[config.mk]
export PLATFORM = sky130hd
export DESIGN_NAME = mips_mc_control
export DESIGN_NICKNAME = d
export VERILOG_FILES = /design/src/rtl/mips_mc_control.sv
export SDC_FILE = /design/constraint.sdc
export NUM_CORES = 1
export LEC_CHECK = 0
export BUFFER_PORTS_ARGS = -buffer_cell sky130_fd_sc_hd__clkbuf_2
export CAP_MARGIN = 20
export CORE_MARGIN = 8
export CORE_UTILIZATION = 35
export DETAILED_ROUTE_END_ITERATION = 10
export SYNTH_ARGS = -nofsm -noshare
export SYNTH_HDL_FRONTEND = slang
export SYNTH_SLANG_ARGS = --single-unit
[constraint.sdc]
create_clock -name clk -period 1.5 [get_ports clk]
set_input_delay 0.3 -clock clk [delete_from_list [all_inputs] [get_ports clk]]
set_output_delay 0.3 -clock clk [all_outputs]
set_load 0.02 [all_outputs]
[src/rtl/mips_mc_control.sv]
// Multicycle MIPS control FSM: Moore-decoded datapath controls, memory handshake with timeout, sticky trap.
// Optional immediate ALU instructions (ADDI/ANDI/ORI/SLTI) are enabled by defining IMM_ALU_EN.
module mips_mc_control #(
  parameter int TIMEOUT_CYCLES = 15,
  parameter int CNT_W          = 4
) (
  input  logic       clk,
  input  logic       rst_n,
  input  logic [5:0] opcode,
  input  logic [5:0] funct,
  input  logic       zero,
  input  logic       mem_ready,
  output logic       mem_req,
  output logic       mem_we,
  output logic       iord,
  output logic       ir_write,
  output logic       pc_write,
  output logic [1:0] pc_src,
  output logic       alu_src_a,
  output logic [1:0] alu_src_b,
  output logic [2:0] alu_op,
  output logic       reg_write,
  output logic       reg_dst,
  output logic       mem_to_reg,
  output logic       trap,
  output logic [1:0] trap_cause,
  output logic [3:0] state
);

  typedef enum logic [3:0] {
    S_FETCH  = 4'd0,  S_DECODE = 4'd1,  S_MEMADR = 4'd2,  S_MEMRD = 4'd3,
    S_MEMWB  = 4'd4,  S_MEMWR  = 4'd5,  S_EXEC   = 4'd6,  S_ALUWB = 4'd7,
    S_BRANCH = 4'd8,  S_JUMP   = 4'd9,  S_IEXEC  = 4'd10, S_IWB   = 4'd11,
    S_TRAP   = 4'd15
  } state_t;

  localparam logic [CNT_W-1:0] LP_LIMIT = CNT_W'(TIMEOUT_CYCLES - 1);

  state_t           r_state;
  logic [CNT_W-1:0] r_cnt;
  logic [1:0]       r_cause;

  function automatic logic funct_legal(input logic [5:0] f);
    case (f)
      6'h20, 6'h22, 6'h24, 6'h25, 6'h26, 6'h27, 6'h2A: return 1'b1;
      default:                                         return 1'b0;
    endcase
  endfunction

  function automatic logic [2:0] funct_op(input logic [5:0] f);
    case (f)
      6'h20:   return 3'd2;
      6'h22:   return 3'd3;
      6'h24:   return 3'd0;
      6'h25:   return 3'd1;
      6'h26:   return 3'd6;
      6'h27:   return 3'd5;
      6'h2A:   return 3'd4;
      default: return 3'd0;
    endcase
  endfunction

`ifdef IMM_ALU_EN
  function automatic logic imm_legal(input logic [5:0] op);
    return (op == 6'h08) || (op == 6'h0C) || (op == 6'h0D) || (op == 6'h0A);
  endfunction

  function automatic logic [2:0] imm_op(input logic [5:0] op);
    case (op)
      6'h0C:   return 3'd0;
      6'h0D:   return 3'd1;
      6'h0A:   return 3'd4;
      default: return 3'd2;
    endcase
  endfunction
`endif

  // The wait counter only advances in memory states while stalled; every transition clears it.
  always_ff @(posedge clk or negedge rst_n) begin
    if (!rst_n) begin
      r_state <= S_FETCH;
      r_cnt   <= '0;
      r_cause <= 2'b00;
    end else begin
      r_cnt <= '0;
      case (r_state)
        S_FETCH, S_MEMRD, S_MEMWR: begin
          if (mem_ready) begin
            if (r_state == S_FETCH)      r_state <= S_DECODE;
            else if (r_state == S_MEMRD) r_state <= S_MEMWB;
            else                         r_state <= S_FETCH;
          end else if (r_cnt == LP_LIMIT) begin
            r_state <= S_TRAP;
            r_cause <= 2'b10;
          end else begin
            r_cnt <= r_cnt + 1'b1;
          end
        end
        S_DECODE: begin
          case (opcode)
            6'h00: begin
              if (funct_legal(funct)) r_state <= S_EXEC;
              else begin
                r_state <= S_TRAP;
                r_cause <= 2'b01;
              end
            end
            6'h23, 6'h2B: r_state <= S_MEMADR;
            6'h04:        r_state <= S_BRANCH;
            6'h02:        r_state <= S_JUMP;
            default: begin
`ifdef IMM_ALU_EN
              if (imm_legal(opcode)) r_state <= S_IEXEC;
              else begin
                r_state <= S_TRAP;
                r_cause <= 2'b01;
              end
`else
              r_state <= S_TRAP;
              r_cause <= 2'b01;
`endif
            end
          endcase
        end
        S_MEMADR: begin
          if (opcode == 6'h23) r_state <= S_MEMRD;
          else                 r_state <= S_MEMWR;
        end
        S_EXEC:  r_state <= S_ALUWB;
        S_IEXEC: r_state <= S_IWB;
        S_TRAP:  r_state <= S_TRAP;
        default: r_state <= S_FETCH;
      endcase
    end
  end

  // Outputs are forced low combinationally while reset is held.
  always_comb begin
    mem_req    = 1'b0;
    mem_we     = 1'b0;
    iord       = 1'b0;
    ir_write   = 1'b0;
    pc_write   = 1'b0;
    pc_src     = 2'b00;
    alu_src_a  = 1'b0;
    alu_src_b  = 2'b00;
    alu_op     = 3'd0;
    reg_write  = 1'b0;
    reg_dst    = 1'b0;
    mem_to_reg = 1'b0;
    trap       = 1'b0;
    trap_cause = 2'b00;
    state      = 4'd0;
    if (rst_n) begin
      state      = r_state;
      trap_cause = r_cause;
      case (r_state)
        S_FETCH: begin
          mem_req   = 1'b1;
          alu_src_b = 2'b01;
          alu_op    = 3'd2;
          ir_write  = mem_ready;
          pc_write  = mem_ready;
        end
        S_DECODE: begin
          alu_src_b = 2'b11;
          alu_op    = 3'd2;
        end
        S_MEMADR: begin
          alu_src_a = 1'b1;
          alu_src_b = 2'b10;
          alu_op    = 3'd2;
        end
        S_MEMRD: begin
          mem_req = 1'b1;
          iord    = 1'b1;
        end
        S_MEMWB: begin
          reg_write  = 1'b1;
          mem_to_reg = 1'b1;
        end
        S_MEMWR: begin
          mem_req = 1'b1;
          mem_we  = 1'b1;
          iord    = 1'b1;
        end
        S_EXEC: begin
          alu_src_a = 1'b1;
          alu_op    = funct_op(funct);
        end
        S_ALUWB: begin
          reg_write = 1'b1;
          reg_dst   = 1'b1;
        end
        S_BRANCH: begin
          alu_src_a = 1'b1;
          alu_op    = 3'd3;
          pc_src    = 2'b01;
          pc_write  = zero;
        end
        S_JUMP: begin
          pc_src   = 2'b10;
          pc_write = 1'b1;
        end
`ifdef IMM_ALU_EN
        S_IEXEC: begin
          alu_src_a = 1'b1;
          alu_src_b = 2'b10;
          alu_op    = imm_op(opcode);
        end
        S_IWB: reg_write = 1'b1;
`endif
        S_TRAP:  trap = 1'b1;
        default: ;
      endcase
    end
  end

endmodule
# Word-level counts from Yosys, hierarchy flattened
# Cells that the tools add are included.
totals:
  inputBits: 16
  wordCells: 92
  regBits: 10
  output_inout_bits: 23
classes:
  n_reduce_logical: 12
  n_eq_ne: 28
  muxes: 48
  add_sub_neg: 1
op_table:
  columns: ["operator", "n"]
  rows:
  - ["$eq A6 B6 Y1 const B", 9]
  - ["$mux W4", 7]
  - ["$pmux W4 S6", 1]
  - ["$mux W1", 22]
  - ["$eq A4 B4 Y1 const B", 5]
  - ["$pmux W3 S6", 1]
  - ["$eq A4 B3 Y1 const B", 4]
  - ["$pmux W4 S4", 1]
  - ["$mux W2", 6]
  - ["$mux W3", 4]
  - ["$pmux W2 S2", 3]
  - ["$pmux W3 S3", 1]
  - ["$reduce_or A3 Y1", 3]
  - ["$eq A4 B2 Y1 const B", 2]
  - ["$reduce_or A7 Y1", 1]
  - ["$eq A6 B2 Y1 const B", 1]
  - ["$eq A6 B3 Y1 const B", 1]
  - ["$logic_not A6 Y1", 1]
  - ["$pmux W2 S3", 1]
  - ["$reduce_or A2 Y1", 3]
  - ["$reduce_and A5 Y1", 1]
  - ["$add A4 B1 Y4 const B", 1]
  - ["$eq A4 B1 Y1 const B", 1]
  - ["$logic_not A4 Y1", 1]
  - ["7 further kinds", 8]

# Longest topological paths before layout
logic_depth:
  word_depth: 8
  ltp_mapped: 7
  depth_no_buf: 7

# Least setup slack after synthesis
# OpenSTA, ideal clock, no wires.
synth_path:
  kind: "register to output"
  startpoint: "reg r_state[3]"
  endpoint: "out alu_op[0]"
  slack_ps: -278
  path_buffers: 1
  required_ps: 1200
  t_arrival_ps: 1478
  stages_incl_launch_ff: 6
  cell_sequence: "dfrtp_1 -> buf_2 -> and2_1 -> nand2b_1 -> nor2_1 -> or2_2"
synth_via:
  elab_chain_len: 4
  word_cells_on_any_way: 8
  classes_between: "eq/ne (4); mux (2); reduce/logical (2)"
synth_lines:
  columns: ["item", "line_no", "rtl"]
  rows:
  - ["start, declared", "39", "state_t r_state;"]
  - ["start signal, assigned", "81", "r_state <= S_FETCH;"]
  - ["start signal, assigned", "89", "if (r_state == S_FETCH) r_state <= S_DECODE;"]
  - ["start signal, assigned", "90", "else if (r_state == S_MEMRD) r_state <= S_MEMWB;"]
  - ["$eq A4 B2 Y1 (tied with other cells)", "157", "case (r_state)"]
  - ["$reduce_or A3 Y1 (no source line)", null, null]
  - ["$pmux W3 S3 (*)", "157", null]
  - ["$mux W3 (*)", "154", "if (rst_n) begin"]
  - ["end, declared", "21", "output logic [2:0] alu_op,"]
# Every way passes the cells marked *; elsewhere a longest branch is shown, timed or not.

# Final worst setup path
layout_path:
  startpoint: "reg r_state[2]"
  endpoint: "out pc_write"
layout_via:
  elab_chain_len: 3
  word_cells_on_any_way: 5
  classes_between: "eq/ne (2); mux (2); reduce/logical (1)"
layout_lines:
  columns: ["item", "line_no", "rtl"]
  rows:
  - ["$eq A4 B4 Y1 or $logic_not A4 Y1 (tied branches)", "157", null]
  - ["$pmux W1 S3 (*)", "157", null]
  - ["$mux W1 (*)", "154", null]
  - ["end, declared", "17", "output logic pc_write,"]
# Marks and branches as above.

==> impl_metrics.env <==
export IMPL_switching_share=0.439
export IMPL_wire_per_inst_um=16.9
export IMPL_numCtsBuffers=3
export IMPL_synth_distinct_cells=43
export IMPL_gr_usage_all_layers=0.156
export IMPL_avgSynthCellArea_um2=7.26
export IMPL_synth_flop_cell="dfrtp_1"
export IMPL_grt_max_degree=19
export IMPL_syn_area_mm2=0.00105
export IMPL_h_tree_depth=1
export IMPL_top_layer="met4"
export IMPL_antenna_diode_count=0
export IMPL_final_cells=272
export IMPL_first_global_vias=1417
export IMPL_hold_buffers=0
export IMPL_syn_to_final_growth_pct=113
export IMPL_core_area_mm2=0.00295
export IMPL_ir_drop_v=0.000867
export IMPL_drive_above_1_share=0.653
export IMPL_drc=0
export IMPL_drt_iter0_markers=67
export IMPL_p_comb_frac=0.829
export IMPL_cp_max_fo=7
export IMPL_fin_tns_setup_ps=-5580
export IMPL_vias=1480
export IMPL_tightest_slew_ps=383
export IMPL_min_path_type="primary input to asynchronous set/reset pin"
export IMPL_rows=20
export IMPL_met3WireLength_um=250
export IMPL_setup_slack_ps=-374
export IMPL_overflow=0
export IMPL_grt_pass1_wl_um=6490
export IMPL_violations="negative setup slack"
export IMPL_fin_nets=259
export IMPL_dr_wl_met2_um=2470
export IMPL_finalSetupViolations=30
export IMPL_grt_setup_unrepaired="true"
export IMPL_clockBufferDepth=2
export IMPL_final_max_slew_viol_count=0
export IMPL_finalClockSkew_ps=0.495
export IMPL_finalWirelength_um=4600
export IMPL_path_clk_slew_ps=60
export IMPL_syn_nets=163
export IMPL_hpwl_um=2740
export IMPL_synth_seq_cells=10
export IMPL_start_util=0.356
export IMPL_finalCriticalPeriod_ps=1870
export IMPL_end_kind="output pin"
export IMPL_clock_fmax_mhz=534
export IMPL_worstSetupPathType="register to output pin"
export IMPL_status="finished, violations left"
export IMPL_fillers=195
export IMPL_synth_cells=145
export IMPL_cts_tree="built"
export IMPL_whs_ps=82.6
export IMPL_clockRootBuffer="clkbuf_4"
export IMPL_synthArstFlopShare=1.00
export IMPL_synth_warnings=0
export IMPL_routed_via_density=5.44
export IMPL_clkSinkCount=10
export IMPL_cp_start_kind="register"
export IMPL_seqPwrFrac=0.121
export IMPL_period_share=1.25
export IMPL_p_switching_uw=1600
export IMPL_die_w_um=70.8
export IMPL_die_y_um=70.8
export IMPL_gp_congestion=0.837
export IMPL_pwr_density_cell_mw_per_mm2=1630
export IMPL_antenna_found_initial=0
export IMPL_wl_met1_um=1750
export IMPL_dpl_cell_count=247
export IMPL_p_clk_frac=0.050
export IMPL_synth_edff_count=0
export IMPL_intPower_uw=2050
export IMPL_critPathArrivalTime_ps=1570
export IMPL_portBuffers=38
export IMPL_clkLatencyLatePin_ps=260
export IMPL_power_leakage_uw=0.00102
export IMPL_seq_area_frac_synth=0.238
export IMPL_relSlewSlack=0.743
export IMPL_hold_violations=0
export IMPL_first_pass_iters=4
export IMPL_io_pins=39
export IMPL_drv_cap=0
export IMPL_ant_nets=0
export IMPL_die_area_mm2=0.00502
export IMPL_critPathRequiredTime_ps=1200
==> cell usage after synthesis, types with 2 or more instances <==
| cell type | count | area, um^2 |
|---|---|---|
| nor2_1 | 23 | 86.3 |
| a21oi_1 | 10 | 50.1 |
| dfrtp_1 | 10 | 250 |
| nand2_1 | 10 | 37.5 |
| nand2b_1 | 9 | 56.3 |
| and2_1 | 7 | 43.8 |
| nand3_1 | 7 | 35.0 |
| nor3_1 | 7 | 35.0 |
| clkbuf_1 | 5 | 18.8 |
| inv_1 | 5 | 18.8 |
| o21ai_0 | 5 | 25.0 |
| a21o_1 | 3 | 22.5 |
| a31oi_1 | 3 | 18.8 |
| xor2_1 | 3 | 26.3 |
| a221oi_1 | 2 | 17.5 |
| buf_2 | 2 | 10.0 |
| buf_6 | 2 | 22.5 |
| ha_1 | 2 | 25.0 |
| mux2i_1 | 2 | 20.0 |
| nand3b_1 | 2 | 15.0 |
| nor2b_1 | 2 | 12.5 |
| o22ai_1 | 2 | 12.5 |
| xnor2_1 | 2 | 17.5 |
==> placed cells by master (no fill, tap or decap), types with 2 or more instances in the layout <==
| cell | Yosys | routed |
|---|---|---|
| buf_4 | 0 | 46 |
| buf_8 | 0 | 6 |
| nand2_1 | 10 | 6 |
| and2_4 | 0 | 4 |
| nor3_1 | 7 | 3 |
| xor2_1 | 3 | 3 |
| nand2b_1 | 9 | 4 |
| nor3_2 | 0 | 2 |
| inv_1 | 5 | 3 |
| nor3_4 | 0 | 2 |
| nand2_2 | 0 | 2 |
| nor2_1 | 23 | 12 |
| a21oi_2 | 1 | 2 |
| a21oi_4 | 0 | 2 |
| a21oi_1 | 10 | 7 |
| nor2_2 | 0 | 5 |
| nand2b_4 | 0 | 5 |
| and2_1 | 7 | 3 |
| nor2_4 | 0 | 6 |
| nand3b_1 | 2 | 2 |
| a31oi_1 | 3 | 3 |
| clkbuf_4 | 0 | 5 |
| o21ai_0 | 5 | 5 |
| clkbuf_2 | 0 | 17 |
| clkbuf_8 | 0 | 3 |
| buf_6 | 2 | 24 |
| ha_1 | 2 | 2 |
| nor2b_4 | 0 | 2 |
| a21o_1 | 3 | 3 |
| dfrtp_1 | 10 | 7 |
| dfrtp_2 | 0 | 3 |
| nand3_1 | 7 | 6 |
==> final timing paths <==
kind                                  from    endpoint  slack [ps]  cells past startpoint
worst max-delay path            r_state[2]    pc_write        -370                      6
worst min-delay path                 rst_n    r_cnt[1]          80                      2
worst max register to register  r_state[3]  r_state[2]        -280                      6
worst min register to register  r_cause[0]  r_cause[0]         500                      1
max in group asynchronous            rst_n  r_state[3]        1210                      2
min in group clk                r_cause[0]  r_cause[0]         500                      1
==> cells by family (layout without fill, tap and decap cells) <==
logic type | after synthesis | after routing | share of synthesized area
AO/OA/AOI/OAI | 35 | 35 | 0.221
XOR/XNOR | 5 | 5 | 0.0416
adder cells (fa/ha/maj) | 3 | 3 | 0.0333
buffers and inverters | 14 | 108 | 0.0666
flip-flops | 10 | 10 | 0.238
multiplexers | 2 | 2 | 0.0190
AND/OR/NAND/NOR | 76 | 76 | 0.380
==> power groups by stage <==
stage	registers (uW)	logic, uW	clock network, uW
6_report	443	3030	182
5_1_grt	450	3200	193
3_5_place_dp	438	1780	0
2_1_floorplan	382	1140	0
4_1_cts	430	2400	183
3_3_place_gp	438	1750	0
==> cell type report <==
class / count / area, um^2 / area share
Multi-Input combinational cell: 121 / 1030 / 0.459
Tap cell: 33 / 41.3 / 0.0185
Timing Repair Buffer: 100 / 872 / 0.390
Inverter: 5 / 21.3 / 0.00951
Clock buffer: 3 / 22.5 / 0.0101
Sequential cell: 10 / 254 / 0.114
==> worst max-delay path, stage by stage, from the launching register on <==
cell	delay, ps
dfrtp_2	470
buf_4	170
nor2_1	110
nand2_1	110
nor2_2	130
o21bai_1	150
buf_4	180
==> sequential cells by signal, summed over array words and instances (netlist names) <==
signal	cells
r_cause	2
r_cnt	4
r_state	4
==> timing repair <==
action,CTS,global route
resized for setup,65,65
endpoints found under the hold margin,0,0
pin swaps,13,25
gates cloned,0,0
setup endpoints to repair,29,30
setup buffers,11,12
==> routing by layer <==
layer  vias to the layer above  GRT usage
met2                        52      0.282
met3                        14     0.0297
met1                       709      0.179
met5                         -          0
met4                         0     0.0462
li1                        705          -
==> through the flow <==
| stage | total power, uW | setup WS (ps) | instance area (um^2) | utilization |
|---|---|---|---|---|
| 6_report | 3650 | -374 | 2240 | 0.758 |
| 5_1_grt | 3850 | -402 | 2240 | 0.758 |
| 4_1_cts | 3010 | -303 | 1930 | 0.655 |
| 3_5_place_dp | 2220 | -209 | 1570 | 0.531 |
| 3_3_place_gp | 2190 | -192 | 1570 | 0.531 |
| 2_1_floorplan | 1520 | -145 | 1100 | - |
Power figures use the tool's default switching activity.
